$ cat config.mk
export PLATFORM = sky130hd
export DESIGN_NAME = wb_retire_unit
export DESIGN_NICKNAME = d
export VERILOG_FILES = /design/src/rtl/wb_retire_unit_pkg.sv /design/src/rtl/wb_bypass_cam.sv /design/src/rtl/wb_retire_unit.sv
export SDC_FILE = /design/constraint.sdc
export NUM_CORES = 1
export LEC_CHECK = 0
export BUFFER_PORTS_ARGS = -buffer_cell sky130_fd_sc_hd__buf_4
export CAP_MARGIN = 20
export CORE_MARGIN = 3
export CORE_UTILIZATION = 30
export DETAILED_ROUTE_END_ITERATION = 10
export PLACE_DENSITY = 0.61
export SLEW_MARGIN = 20
export SYNTH_ARGS = -nofsm -noshare
export SYNTH_HDL_FRONTEND = slang
export SYNTH_HIERARCHICAL = 1
export SYNTH_SLANG_ARGS = --single-unit
$ cat constraint.sdc
create_clock -name clk -period 2.85 [get_ports clk]
set_input_delay 0.285 -clock clk [delete_from_list [all_inputs] [get_ports clk]]
set_output_delay 0.285 -clock clk [all_outputs]
set_load 0.02 [all_outputs]
$ cat src/rtl/wb_retire_unit_pkg.sv
// Shared types for the writeback retire unit: optype encodings, the default
// write-enable mask and the FIFO entry layout.
package wb_retire_unit_pkg;

  localparam int unsigned EntDw = 32;
  localparam int unsigned EntAw = 5;

  // Bit k set means optype k produces a register write.
  localparam logic [63:0] WeMaskDefault = 64'h0000_0000_0008_0077;

  typedef enum logic [5:0] {
    OpAlu    = 6'h00,
    OpAluImm = 6'h01,
    OpLui    = 6'h02,
    OpStore  = 6'h03,
    OpLoad   = 6'h04,
    OpJal    = 6'h05,
    OpJalr   = 6'h06,
    OpBranch = 6'h07,
    OpCsr    = 6'h13
  } optype_e;

  typedef struct packed {
    logic [EntAw-1:0] addr;
    logic [EntDw-1:0] data;
    logic             we;
  } wb_entry_t;

  function automatic logic op_writes_reg(input logic [63:0] mask, input logic [5:0] op,
                                         input logic [EntAw-1:0] addr);
    return mask[op] && (addr != '0);
  endfunction

endpackage

$ cat src/rtl/wb_bypass_cam.sv
// Priority address match for one bypass lookup port; candidate 0 is the youngest.
module wb_bypass_cam
  import wb_retire_unit_pkg::*;
#(
  parameter int unsigned NumEnt = 4
) (
  input  logic                   [EntAw-1:0] addr_i,
  input  wb_entry_t [NumEnt-1:0]             ent_i,
  input  logic      [NumEnt-1:0]             vld_i,
  output logic                               hit_o,
  output logic                   [EntDw-1:0] data_o
);

  // Scan oldest to youngest so the youngest match is the last to assign.
  always_comb begin
    hit_o  = 1'b0;
    data_o = '0;
    for (int i = int'(NumEnt) - 1; i >= 0; i--) begin
      if (vld_i[i] && ent_i[i].we && (addr_i != '0) && (ent_i[i].addr == addr_i)) begin
        hit_o  = 1'b1;
        data_o = ent_i[i].data;
      end
    end
  end

endmodule

$ cat src/rtl/wb_retire_unit.sv
// Writeback retire unit: 2-entry result FIFO draining into the register file.
// Define WB_RETIRE_BYPASS_EN to build the commit history and bypass lookup ports.
module wb_retire_unit
  import wb_retire_unit_pkg::*;
#(
  parameter int unsigned DW         = EntDw,
  parameter int unsigned AW         = EntAw,
  parameter int unsigned HIST_DEPTH = 2,
  parameter logic [63:0] WE_MASK    = WeMaskDefault
) (
  input  logic          clk,
  input  logic          rst_n,
  input  logic          in_valid_i,
  output logic          in_ready_o,
  input  logic [AW-1:0] in_regaddr_i,
  input  logic [DW-1:0] in_regdata_i,
  input  logic [5:0]    in_optype_i,
  output logic          rf_we_o,
  output logic [AW-1:0] rf_addr_o,
  output logic [DW-1:0] rf_data_o,
  input  logic          rf_ready_i,
  input  logic [AW-1:0] byp_addr_a_i,
  input  logic [AW-1:0] byp_addr_b_i,
  output logic          byp_hit_a_o,
  output logic          byp_hit_b_o,
  output logic [DW-1:0] byp_data_a_o,
  output logic [DW-1:0] byp_data_b_o,
  output logic [31:0]   retired_cnt_o
);

  wb_entry_t [1:0] slot_q, slot_d;  // slot 0 is the head
  logic [1:0]      cnt_q, cnt_d;
  logic [31:0]     retired_cnt_q, retired_cnt_d;
  wb_entry_t       new_ent;
  logic            push, pop, commit, head_vld;

  assign in_ready_o = (cnt_q != 2'd2);
  assign push       = in_valid_i && in_ready_o;
  assign head_vld   = (cnt_q != 2'd0);
  // Non-writing heads retire unconditionally; writing heads wait for the RF.
  assign pop        = head_vld && (!slot_q[0].we || rf_ready_i);
  assign commit     = pop && slot_q[0].we;

  assign rf_we_o   = head_vld && slot_q[0].we;
  assign rf_addr_o = rf_we_o ? slot_q[0].addr : '0;
  assign rf_data_o = rf_we_o ? slot_q[0].data : '0;

  assign retired_cnt_o = retired_cnt_q;

  always_comb begin
    new_ent.addr = in_regaddr_i;
    new_ent.data = in_regdata_i;
    new_ent.we   = op_writes_reg(WE_MASK, in_optype_i, in_regaddr_i);
  end

  always_comb begin
    slot_d        = slot_q;
    cnt_d         = cnt_q;
    retired_cnt_d = retired_cnt_q + 32'(commit);
    if (pop) begin
      slot_d[0] = slot_q[1];
      cnt_d     = cnt_q - 2'd1;
    end
    if (push) begin
      slot_d[cnt_d[0]] = new_ent;
      cnt_d            = cnt_d + 2'd1;
    end
  end

  always_ff @(posedge clk or negedge rst_n) begin
    if (!rst_n) begin
      slot_q        <= '0;
      cnt_q         <= '0;
      retired_cnt_q <= '0;
    end else begin
      slot_q        <= slot_d;
      cnt_q         <= cnt_d;
      retired_cnt_q <= retired_cnt_d;
    end
  end

`ifdef WB_RETIRE_BYPASS_EN
  localparam int unsigned NumCand = 2 + HIST_DEPTH;

  wb_entry_t [HIST_DEPTH-1:0] hist_q, hist_d;  // index 0 is the newest commit
  wb_entry_t [NumCand-1:0]    cand;
  logic      [NumCand-1:0]    cand_vld;

  always_comb begin
    hist_d = hist_q;
    if (commit) begin
      for (int i = int'(HIST_DEPTH) - 1; i > 0; i--) hist_d[i] = hist_q[i-1];
      hist_d[0] = slot_q[0];
    end
  end

  // History validity is carried by the we bit, cleared on reset.
  always_ff @(posedge clk or negedge rst_n) begin
    if (!rst_n) hist_q <= '0;
    else        hist_q <= hist_d;
  end

  assign cand     = {hist_q, slot_q[0], (cnt_q == 2'd2) ? slot_q[1] : slot_q[0]};
  assign cand_vld = {{HIST_DEPTH{1'b1}}, (cnt_q == 2'd2), head_vld};

  wb_bypass_cam #(
    .NumEnt(NumCand)
  ) u_cam_a (
    .addr_i(byp_addr_a_i),
    .ent_i (cand),
    .vld_i (cand_vld),
    .hit_o (byp_hit_a_o),
    .data_o(byp_data_a_o)
  );

  wb_bypass_cam #(
    .NumEnt(NumCand)
  ) u_cam_b (
    .addr_i(byp_addr_b_i),
    .ent_i (cand),
    .vld_i (cand_vld),
    .hit_o (byp_hit_b_o),
    .data_o(byp_data_b_o)
  );
`else
  logic unused_byp;
  assign unused_byp   = ^{byp_addr_a_i, byp_addr_b_i, HIST_DEPTH[0]};
  assign byp_hit_a_o  = 1'b0;
  assign byp_hit_b_o  = 1'b0;
  assign byp_data_a_o = '0;
  assign byp_data_b_o = '0;
`endif

endmodule

Word level (Yosys, flattened, before mapping)
Memory sizes are Yosys's and may differ from the RTL's.
Cells that the tools add are included.
Cells by class
  $add $sub $neg: 3
  order comparisons: 3
  equality and inequality tests: 1
  mux-type cells: 10
  reductions and logical operators: 10
Operator list (count)
  $mux W38: 3
  $bwmux W76: 1
  $demux W38 S1: 1
  $add A32 B1 Y32: 1
  $mux W32: 1
  $lt A6 B7 Y1 const B: 1
  $logic_and A1 B1 Y1: 6
  $mux W5: 1
  $reduce_bool A5 Y1: 1
  $mux W2: 2
  $add A2 B1 Y2 const B: 1
  $lt A1 B2 Y1 const B: 1
  $ne A2 B2 Y1 const B: 1
  $reduce_bool A2 Y1: 1
  $sub A2 B1 Y2 const B: 1
  $ge A1 B1 Y1 const B: 1
  $logic_not A1 Y1: 1
  $logic_or A1 B1 Y1: 1
  $mux W1: 1
Storage, ports and cells
  register bits after elaboration: 110
  ROM bits: 64
  input bits: 57
  output and inout port bits: 137
  logic and storage cells: 36
  memories: 1
Memory list
  (name not given): words 64, width 1, read ports 1, clocked after memory_dff 0, wr ports 0, line wb_retire_unit_pkg.sv:31  | return mask[op] && (addr != '0);

Longest topological paths before layout
Gate-level depths: netlist of run 1.
  depth after elaboration: 10
  depth in mapped cells: 11
  depth with buffers taken out: 9

Worst setup path after synthesis of run 1
No wires, ideal clock.
  kind: reg-to-reg
  start: register cnt_q[0]
  end: register slot_q[65] (netlist name)
  library setup time: 0.125 ns
  arrival time: 2.328 ns
  data required time: 2.725 ns
  setup slack: 0.397 ns
  cell stages (with the launch flop): 9
  buffers on the path: 2
  clock period less this slack: 2.453 ns
  path through: dfrtp_1 inv_1 ha_1 or3_1 nand2_1 ha_1 clkbuf_1 buf_1 mux2_2
On the way
  word-level cells in the longest chain between the ends: 8
  elaborated cells on any way between the ends: 12
  classes of those cells: add/sub (1); order compare (2); eq/ne (1); mux (4); reduce/logical (4)
Ends and longest elaborated chain
  start: declaration: line wb_retire_unit.sv:32  | logic [1:0] cnt_q, cnt_d;
  start signal: assignment: line wb_retire_unit.sv:77  | cnt_q <= cnt_d;
  branches (longest 8 deep; another with $sub A2 B1 Y2)
  end signal: assignment: line wb_retire_unit.sv:76  | slot_q <= slot_d;
  end: declaration: line wb_retire_unit.sv:31  | wb_entry_t [1:0] slot_q, slot_d;
Several ways; the timed one is not identified.
A chain may end at the register's enable or synchronous reset.

Worst setup path in the final report of run 1
  start: register cnt_q[0]
  end: register slot_q[75] (netlist name)
Same word-level chain as after synthesis.

==> qor.yml, run 1 <==
floorplanning:
  io_pins: 194
  start_util_pct: 31.23
  fp.dieW_um: 144.1
  die_y_um: 144.1
  dieArea_um2: 20770
  fp.coreArea_um2: 18330
  fp-row-count: 49
placed_design:
  port-buffer-count: 117
  finalWeightedCongestion: 0.8067
  dp_hpwl_um: 9229
setup_path:
  start_kind: "flip-flop"
  regToRegEndpoint: "slot_q[75]$_DFFE_PN0P_"
  end_kind: "flip-flop"
  worstPathRequired_ns: 3.09
  path_class: "flip-flop to flip-flop"
  crit_arrival_ns: 2.67
  worstRegToRegCells: 7
  ff2ff_setup_slack_ns: 0.42
  path_max_fanout: 29
  r2r_start: "cnt_q[0]$_DFF_PN0_"
logic_synthesis:
  yosysMostFrequentCell: "mux2_2"
  synth.avg_cell_area_um2: 12.00
  yosysTopAreaCellShare_pct: 48.09
  synthMuxAreaShare_pct: 22.19
  synth-compound-area-share_pct: 0.5464
  synth_simple_gate_area_share_pct: 11.65
  synth_seq_area_share_pct: 48.09
  synth_top_family_by_area: "multiplexers"
  synth_top_cell_by_area: "dfrtp_1"
  syn_inst: 477
  synth.distinct_cells: 32
  synth-main-ff-cell: "dfrtp_1"
  ys_warn_count: 6
  synth_commonest_cells: "111 x mux2_2, 110 x dfrtp_1, 69 x buf_4, 41 x and3_1, 23 x xor2_1"
  syn_area_um2: 5724
  ys_top_cells_by_area: "dfrtp_1 48%, mux2_2 22%, buf_4 9.0%, and3_1 4.5%, xor2_1 3.5%"
  synth_edf_count: 0
  synth-xor-area-share_pct: 4.896
  synth_fa_ha_area_share_pct: 1.311
  async_flop_share_pct: 100.0
  ys_seq_elements: 110
power_and_ir_drop:
  vdd_drop_max_mv: 0.4384
  power_density_nw_per_um2: 953.4
  switching_share_pct: 33.53
  pwr-share-comb_pct: 43.4
  intPower_mw: 4.392
  p_sw_mw: 2.216
  seqPwrFrac_pct: 37.5
  power_leakage_nw: 3.482
  pwr-share-clk_pct: 19.1
drt:
  drc: 0
  wirelength_um: 13090
  ant_nets: 0
  first_iter_violations: 143
  drtPass1Iterations: 4
  routed_via_density: 4.607
  num_vias: 3796
  wl_per_cell_um: 15.89
global_route:
  track_usage_pct: 12.57
  grt_remaining_overflow: 0
  grt_max_degree: 65
  grt_pass1_wl_um: 20710
  antenna_found_initial: 0
  grt_pass1_vias: 3980
clock_tree:
  clock-sinks: 110
  clockBufferDepth: 2
  clock_latency_ns: 0.35
  clkTransAtPathRegs_ns: 0.08
  cts_hold_buf: 0
  cts_resized: 0
  cts_tree: "built"
  cts-root-buf: "clkbuf_16"
  cts_max_level: 3
  post_cts_buffers: 0
  cts_buffers: 9
run_status:
  status: "finished, final reports clean"
final_layout:
  area_delta_synth_final_pct: 21.09
  drive_gt1_share_pct: 43.36
  nNetsFinal: 653
  final_core_util_pct: 37.81
  antenna_cells: 0
sta:
  rsz0062_at_grt: "false"
  fmax_ghz: 0.4116
  finClkSkew_ns: 0.009630
  timing.final.crit_share_pct: 85.24
  max_slew_margin_pct: 45.60
  worst_pin_slew_ns: 0.8161
  setup_viol: 0
  fin_tns_setup_ns: 0
  hold_ws_ns: 0.03109
  slew_viol_final: 0
  finalHoldViolCount: 0
  period_needed_ns: 2.429
job:
  cap_violations: 0
worst_hold_path:
  hold_path.class: "input pin to asynchronous set/reset pin"
==> layout by cell type (no fill, tap or decap), types with 5 or more instances in the layout <==
master     count
and3_1        41
nor3_1         7
nand3_1       10
ha_1           5
inv_1          9
xor2_1        23
dfrtp_1      110
clkbuf_16      9
nor4_1         9
xnor2_1        9
nor2_1         6
and4_1         7
mux2_2       111
nand4_1        6
nand2_1       12
buf_4        124
conb_1        66
==> kinds of logic (layout without fill, tap and decap cells) <==
logic type,Yosys count,in the layout
compound gates,6,6
simple gates,111,111
fa+ha+maj,6,6
other cells,1,66
buf+inv,98,151
mux,113,113
xor+xnor,32,32
flops,110,110
==> power by group through the flow <==
stage                     sequential (mW)  clock, mW  combinational [mW]
after floorplan                      2.44          0                2.20
after global placement               2.46          0                2.81
after detailed placement             2.51          0                2.92
after CTS                            2.48       1.32                2.93
after global routing                 2.56       1.37                3.13
final                                2.48       1.26                2.87
==> state kept, by name (all words and copies together), names as in the netlist <==
name / cells
slot_q: 76
cnt_q: 2
retired_cnt_o: 32
==> area by class of cell <==
cell class / count / area (µm²)
clock buffers: 10 / 239.0
clock inverters: 6 / 62.56
fillers: 1747 / 11400
inverters: 9 / 33.78
multi-input cells: 334 / 2586
flip-flops and latches: 110 / 2753
well taps: 229 / 286.5
repair buffers: 126 / 970.9
==> through the flow <==
step	instance area, µm²	setup WS [ns]	total power, mW	instances
final	6932	0.4207	6.609	824
after global routing	6932	0.1860	7.062	824
after CTS	6932	0.3986	6.720	824
after detailed placement	6630	0.4158	5.431	808
after global placement	6630	0.4693	5.266	808
after floorplan	5968	0.3970	4.633	542
==> worst max-delay path by stage <==
stage / slack [ns] / startpoint / endpoint
2_1_floorplan: 0.40 / cnt_q[0]$_DFF_PN0_ / slot_q[65]$_DFFE_PN0P_
3_3_place_gp: 0.47 / cnt_q[0]$_DFF_PN0_ / slot_q[67]$_DFFE_PN0P_
3_5_place_dp: 0.42 / cnt_q[0]$_DFF_PN0_ / retired_cnt_o[26]$_DFF_PN0_
4_1_cts: 0.40 / cnt_q[0]$_DFF_PN0_ / retired_cnt_o[26]$_DFF_PN0_
5_1_grt: 0.19 / cnt_q[0]$_DFF_PN0_ / retired_cnt_o[26]$_DFF_PN0_
6_report: 0.42 / cnt_q[0]$_DFF_PN0_ / slot_q[75]$_DFFE_PN0P_
==> critical path, stage by stage, from the launching register on <==
cell and delay [ns]:
dfrtp_1 0.41, inv_1 0.09, ha_1 0.29, or3_1 0.43, nand2_1 0.09, ha_2 0.37
buf_12 0.25, mux2_2 0.37
==> layer usage <==
layer	share of wire [%]	vias up	track usage, %
met4	0.91	0	3.191
met2	48	149	21.36
li1	-	1757	-
met5	0	-	0
met1	41	1880	15.03
met3	9.2	10	4.861
Note: power is estimated with default switching activity, not from simulation.
==> inputs of run 2 (changes only) <==
==> constraint.sdc (replaced) <==
create_clock -name clk -period 2.9 [get_ports clk]
set_input_delay 0.29 -clock clk [delete_from_list [all_inputs] [get_ports clk]]
set_output_delay 0.29 -clock clk [all_outputs]
set_load 0.02 [all_outputs]
==> run 2 against run 1 <==
Effect of this change: the run now ends with hold timing left; non-clock buffer count decreased by 3; sequential share of layout area decreased by 0.093 points; setup slack better by 0.048 ns; critical path depth grew 2; global-route usage fell by 0.13 points; largest cell class unchanged.
==> qor.yml, run 2 (synthesized netlist as in run 1, its figures left out) <==
drt:
  routed_via_density: 4.665  # +1.3%
  first_iter_violations: 134  # -6.3%
  ant_nets: 0  # unchanged
  num_vias: 3830  # +0.90%
  wl_per_cell_um: 15.83  # -0.37%
  wl_met1_um: 5337  # -1.6%
  wl_met3_um: 1364  # +14%
  drc: 0  # unchanged
  wirelength_um: 13000  # -0.73%
  top_layer: "met4"
  wl_met2_um: 6164  # -2.9%
  drtPass1Iterations: 4  # unchanged
setup_path:
  start_kind: "flip-flop"
  worstRegToRegCells: 9  # +2
  r2r_start: "cnt_q[0]$_DFF_PN0_"
  crit_arrival_ns: 2.70  # +0.03 ns
  ff2ff_setup_slack_ns: 0.47  # +0.05 ns
  regToRegEndpoint: "retired_cnt_o[26]$_DFF_PN0_"
  path_max_fanout: 11  # -62%
  end_kind: "flip-flop"
  path_class: "flip-flop to flip-flop"
  worstPathRequired_ns: 3.17  # +0.08 ns
floorplanning:
  fp.dieW_um: 144.1  # unchanged
  io_pins: 194  # unchanged
  fp.coreArea_um2: 18330  # unchanged
  dieArea_um2: 20770  # unchanged
  fp-row-count: 49  # unchanged
  start_util_pct: 31.23  # unchanged
  die_y_um: 144.1  # unchanged
power_and_ir_drop:
  intPower_mw: 4.390  # about the same
  p_sw_mw: 2.186  # -1.4%
  seqPwrFrac_pct: 36.9  # -0.6 points
  pwr-share-clk_pct: 20.0  # +0.9 points
  vdd_drop_max_mv: 0.5061  # +15%
  power_leakage_nw: 3.489  # +0.18%
  switching_share_pct: 33.24  # -0.29 points
  power_density_nw_per_um2: 946.5  # -0.72%
  pwr-share-comb_pct: 43.0  # -0.4 points
global_route:
  grt_pass1_wl_um: 20490  # -1.1%
  track_usage_pct: 12.45  # -0.13 points
  grt_max_degree: 111  # +71%
  antenna_found_initial: 0  # unchanged
  grt_remaining_overflow: 0  # unchanged
  grt_pass1_vias: 3950  # -0.75%
final_layout:
  num-fill-cells: 1777  # +1.7%
  largest_reg_flops: 76  # unchanged
  max_flop_register: "slot_q"
  most-common-layout-cells: "119 x buf_4, 111 x mux2_2, 110 x dfrtp_1, 66 x conb_1, 41 x and3_1"
  layout_commonest_cell: "buf_4"
  antenna_cells: 0  # unchanged
  instances_no_fill: 821  # -0.36%
  nNetsFinal: 650  # -0.46%
  area_delta_synth_final_pct: 21.38
  drive_gt1_share_pct: 43.07  # -0.29 points
clock_tree:
  clkTransAtPathRegs_ns: 0.08  # about the same
  clockBufferDepth: 2  # unchanged
  clock_latency_ns: 0.35  # about the same
  cts_max_level: 3  # unchanged
  cts-root-buf: "clkbuf_16"
  post_cts_buffers: 0  # unchanged
  cts_hold_buf: 0  # unchanged
  clock-sinks: 110  # unchanged
  cts_tree: "built"
  cts_resized: 0  # unchanged
  cts_buffers: 9  # unchanged
sta:
  finClkSkew_ns: 0.01067  # +0.001037 ns
  fin_tns_setup_ns: 0  # unchanged
  worst_pin_slew_ns: 0.6011  # -0.2149 ns
  fmax_ghz: 0.4112  # -0.10%
  timing.final.crit_share_pct: 83.85  # -1.4 points
  period_needed_ns: 2.432  # +0.002439 ns
  hold_ws_ns: -0.003109  # -0.03420 ns
  rsz0062_at_grt: "false"
  fin_ws_ns: 0.4683  # +0.04756 ns
  slew_viol_final: 0  # unchanged
  max_slew_margin_pct: 59.92  # +14 points
  setup_viol: 0  # unchanged
  finalHoldViolCount: 1  # +1
placed_design:
  port-buffer-count: 117  # unchanged
  dp_hpwl_um: 8761  # -5.1%
  finalWeightedCongestion: 0.7980  # -1.1%
  pre_cts_ws_ns: 0.4699  # +0.05406 ns
  dp_cells: 805  # -0.37%
run_status:
  status: "finished with violations"
  violations: "hold timing"
worst_hold_path:
  hold_path.class: "input pin to asynchronous set/reset pin"
job:
  cap_violations: 0  # unchanged
-- run 2: how the worst max path moves through the flow --
stage,end,cells after the start,slack (ns),startpoint
after CTS,retired_cnt_o[26]$_DFF_PN0_,9,0.45,cnt_q[0]$_DFF_PN0_
final,retired_cnt_o[26]$_DFF_PN0_,9,0.47,cnt_q[0]$_DFF_PN0_
after floorplan,slot_q[65]$_DFFE_PN0P_,8,0.45,cnt_q[0]$_DFF_PN0_
after global routing,retired_cnt_o[26]$_DFF_PN0_,9,0.24,cnt_q[0]$_DFF_PN0_
after detailed placement,slot_q[61]$_DFFE_PN0P_,7,0.47,cnt_q[0]$_DFF_PN0_
after global placement,slot_q[69]$_DFFE_PN0P_,7,0.52,cnt_q[0]$_DFF_PN0_
-- run 2: per-stage QoR --
step	hold slack [ns]	total power, mW	area [µm²]	util, %
floorplan	-0.005591	4.553	5968	-
global placement	0.4152	5.191	6633	36.18
detailed placement	0.4183	5.324	6633	36.18
CTS	0.02646	6.681	6948	37.90
global route	0.04444	7.009	6948	37.90
finish	-0.003109	6.576	6948	37.90
-- run 2: worst max-delay path, stage by stage (launching register included) --
cell	delay, ns
dfrtp_1	0.40
inv_1	0.08
ha_1	0.28
inv_1	0.09
and3_1	0.22
ha_1	0.19
ha_1	0.19
nand2_1	0.29
nor4_1	0.41
xor2_1	0.18
-- run 2: area by class of cell --
class / count / area [µm²] / share of cell area, %
Sequential cell: 110 / 2753 / 39.62
Multi-Input combinational cell: 334 / 2586 / 37.22
Timing Repair Buffer: 123 / 973.4 / 14.01
Tap cell: 229 / 286.5 / 4.124
Clock buffer: 9 / 225.2 / 3.241
Clock inverter: 7 / 90.09 / 1.297
Inverter: 9 / 33.78 / 0.4862
-- run 2: power groups by stage --
stage / clock network, mW / logic (mW) / registers (mW)
after global routing: 1.43 / 3.08 / 2.51
after global placement: 0 / 2.78 / 2.41
after detailed placement: 0 / 2.86 / 2.46
after floorplan: 0 / 2.16 / 2.39
final: 1.32 / 2.83 / 2.43
after CTS: 1.37 / 2.88 / 2.43
-- run 2: layer usage --
layer / global-route usage, % / up-vias
li1: - / 1746
met1: 14.73 / 1910
met2: 20.82 / 162
met3: 5.456 / 12
met4: 3.191 / 0
met5: 0 / -
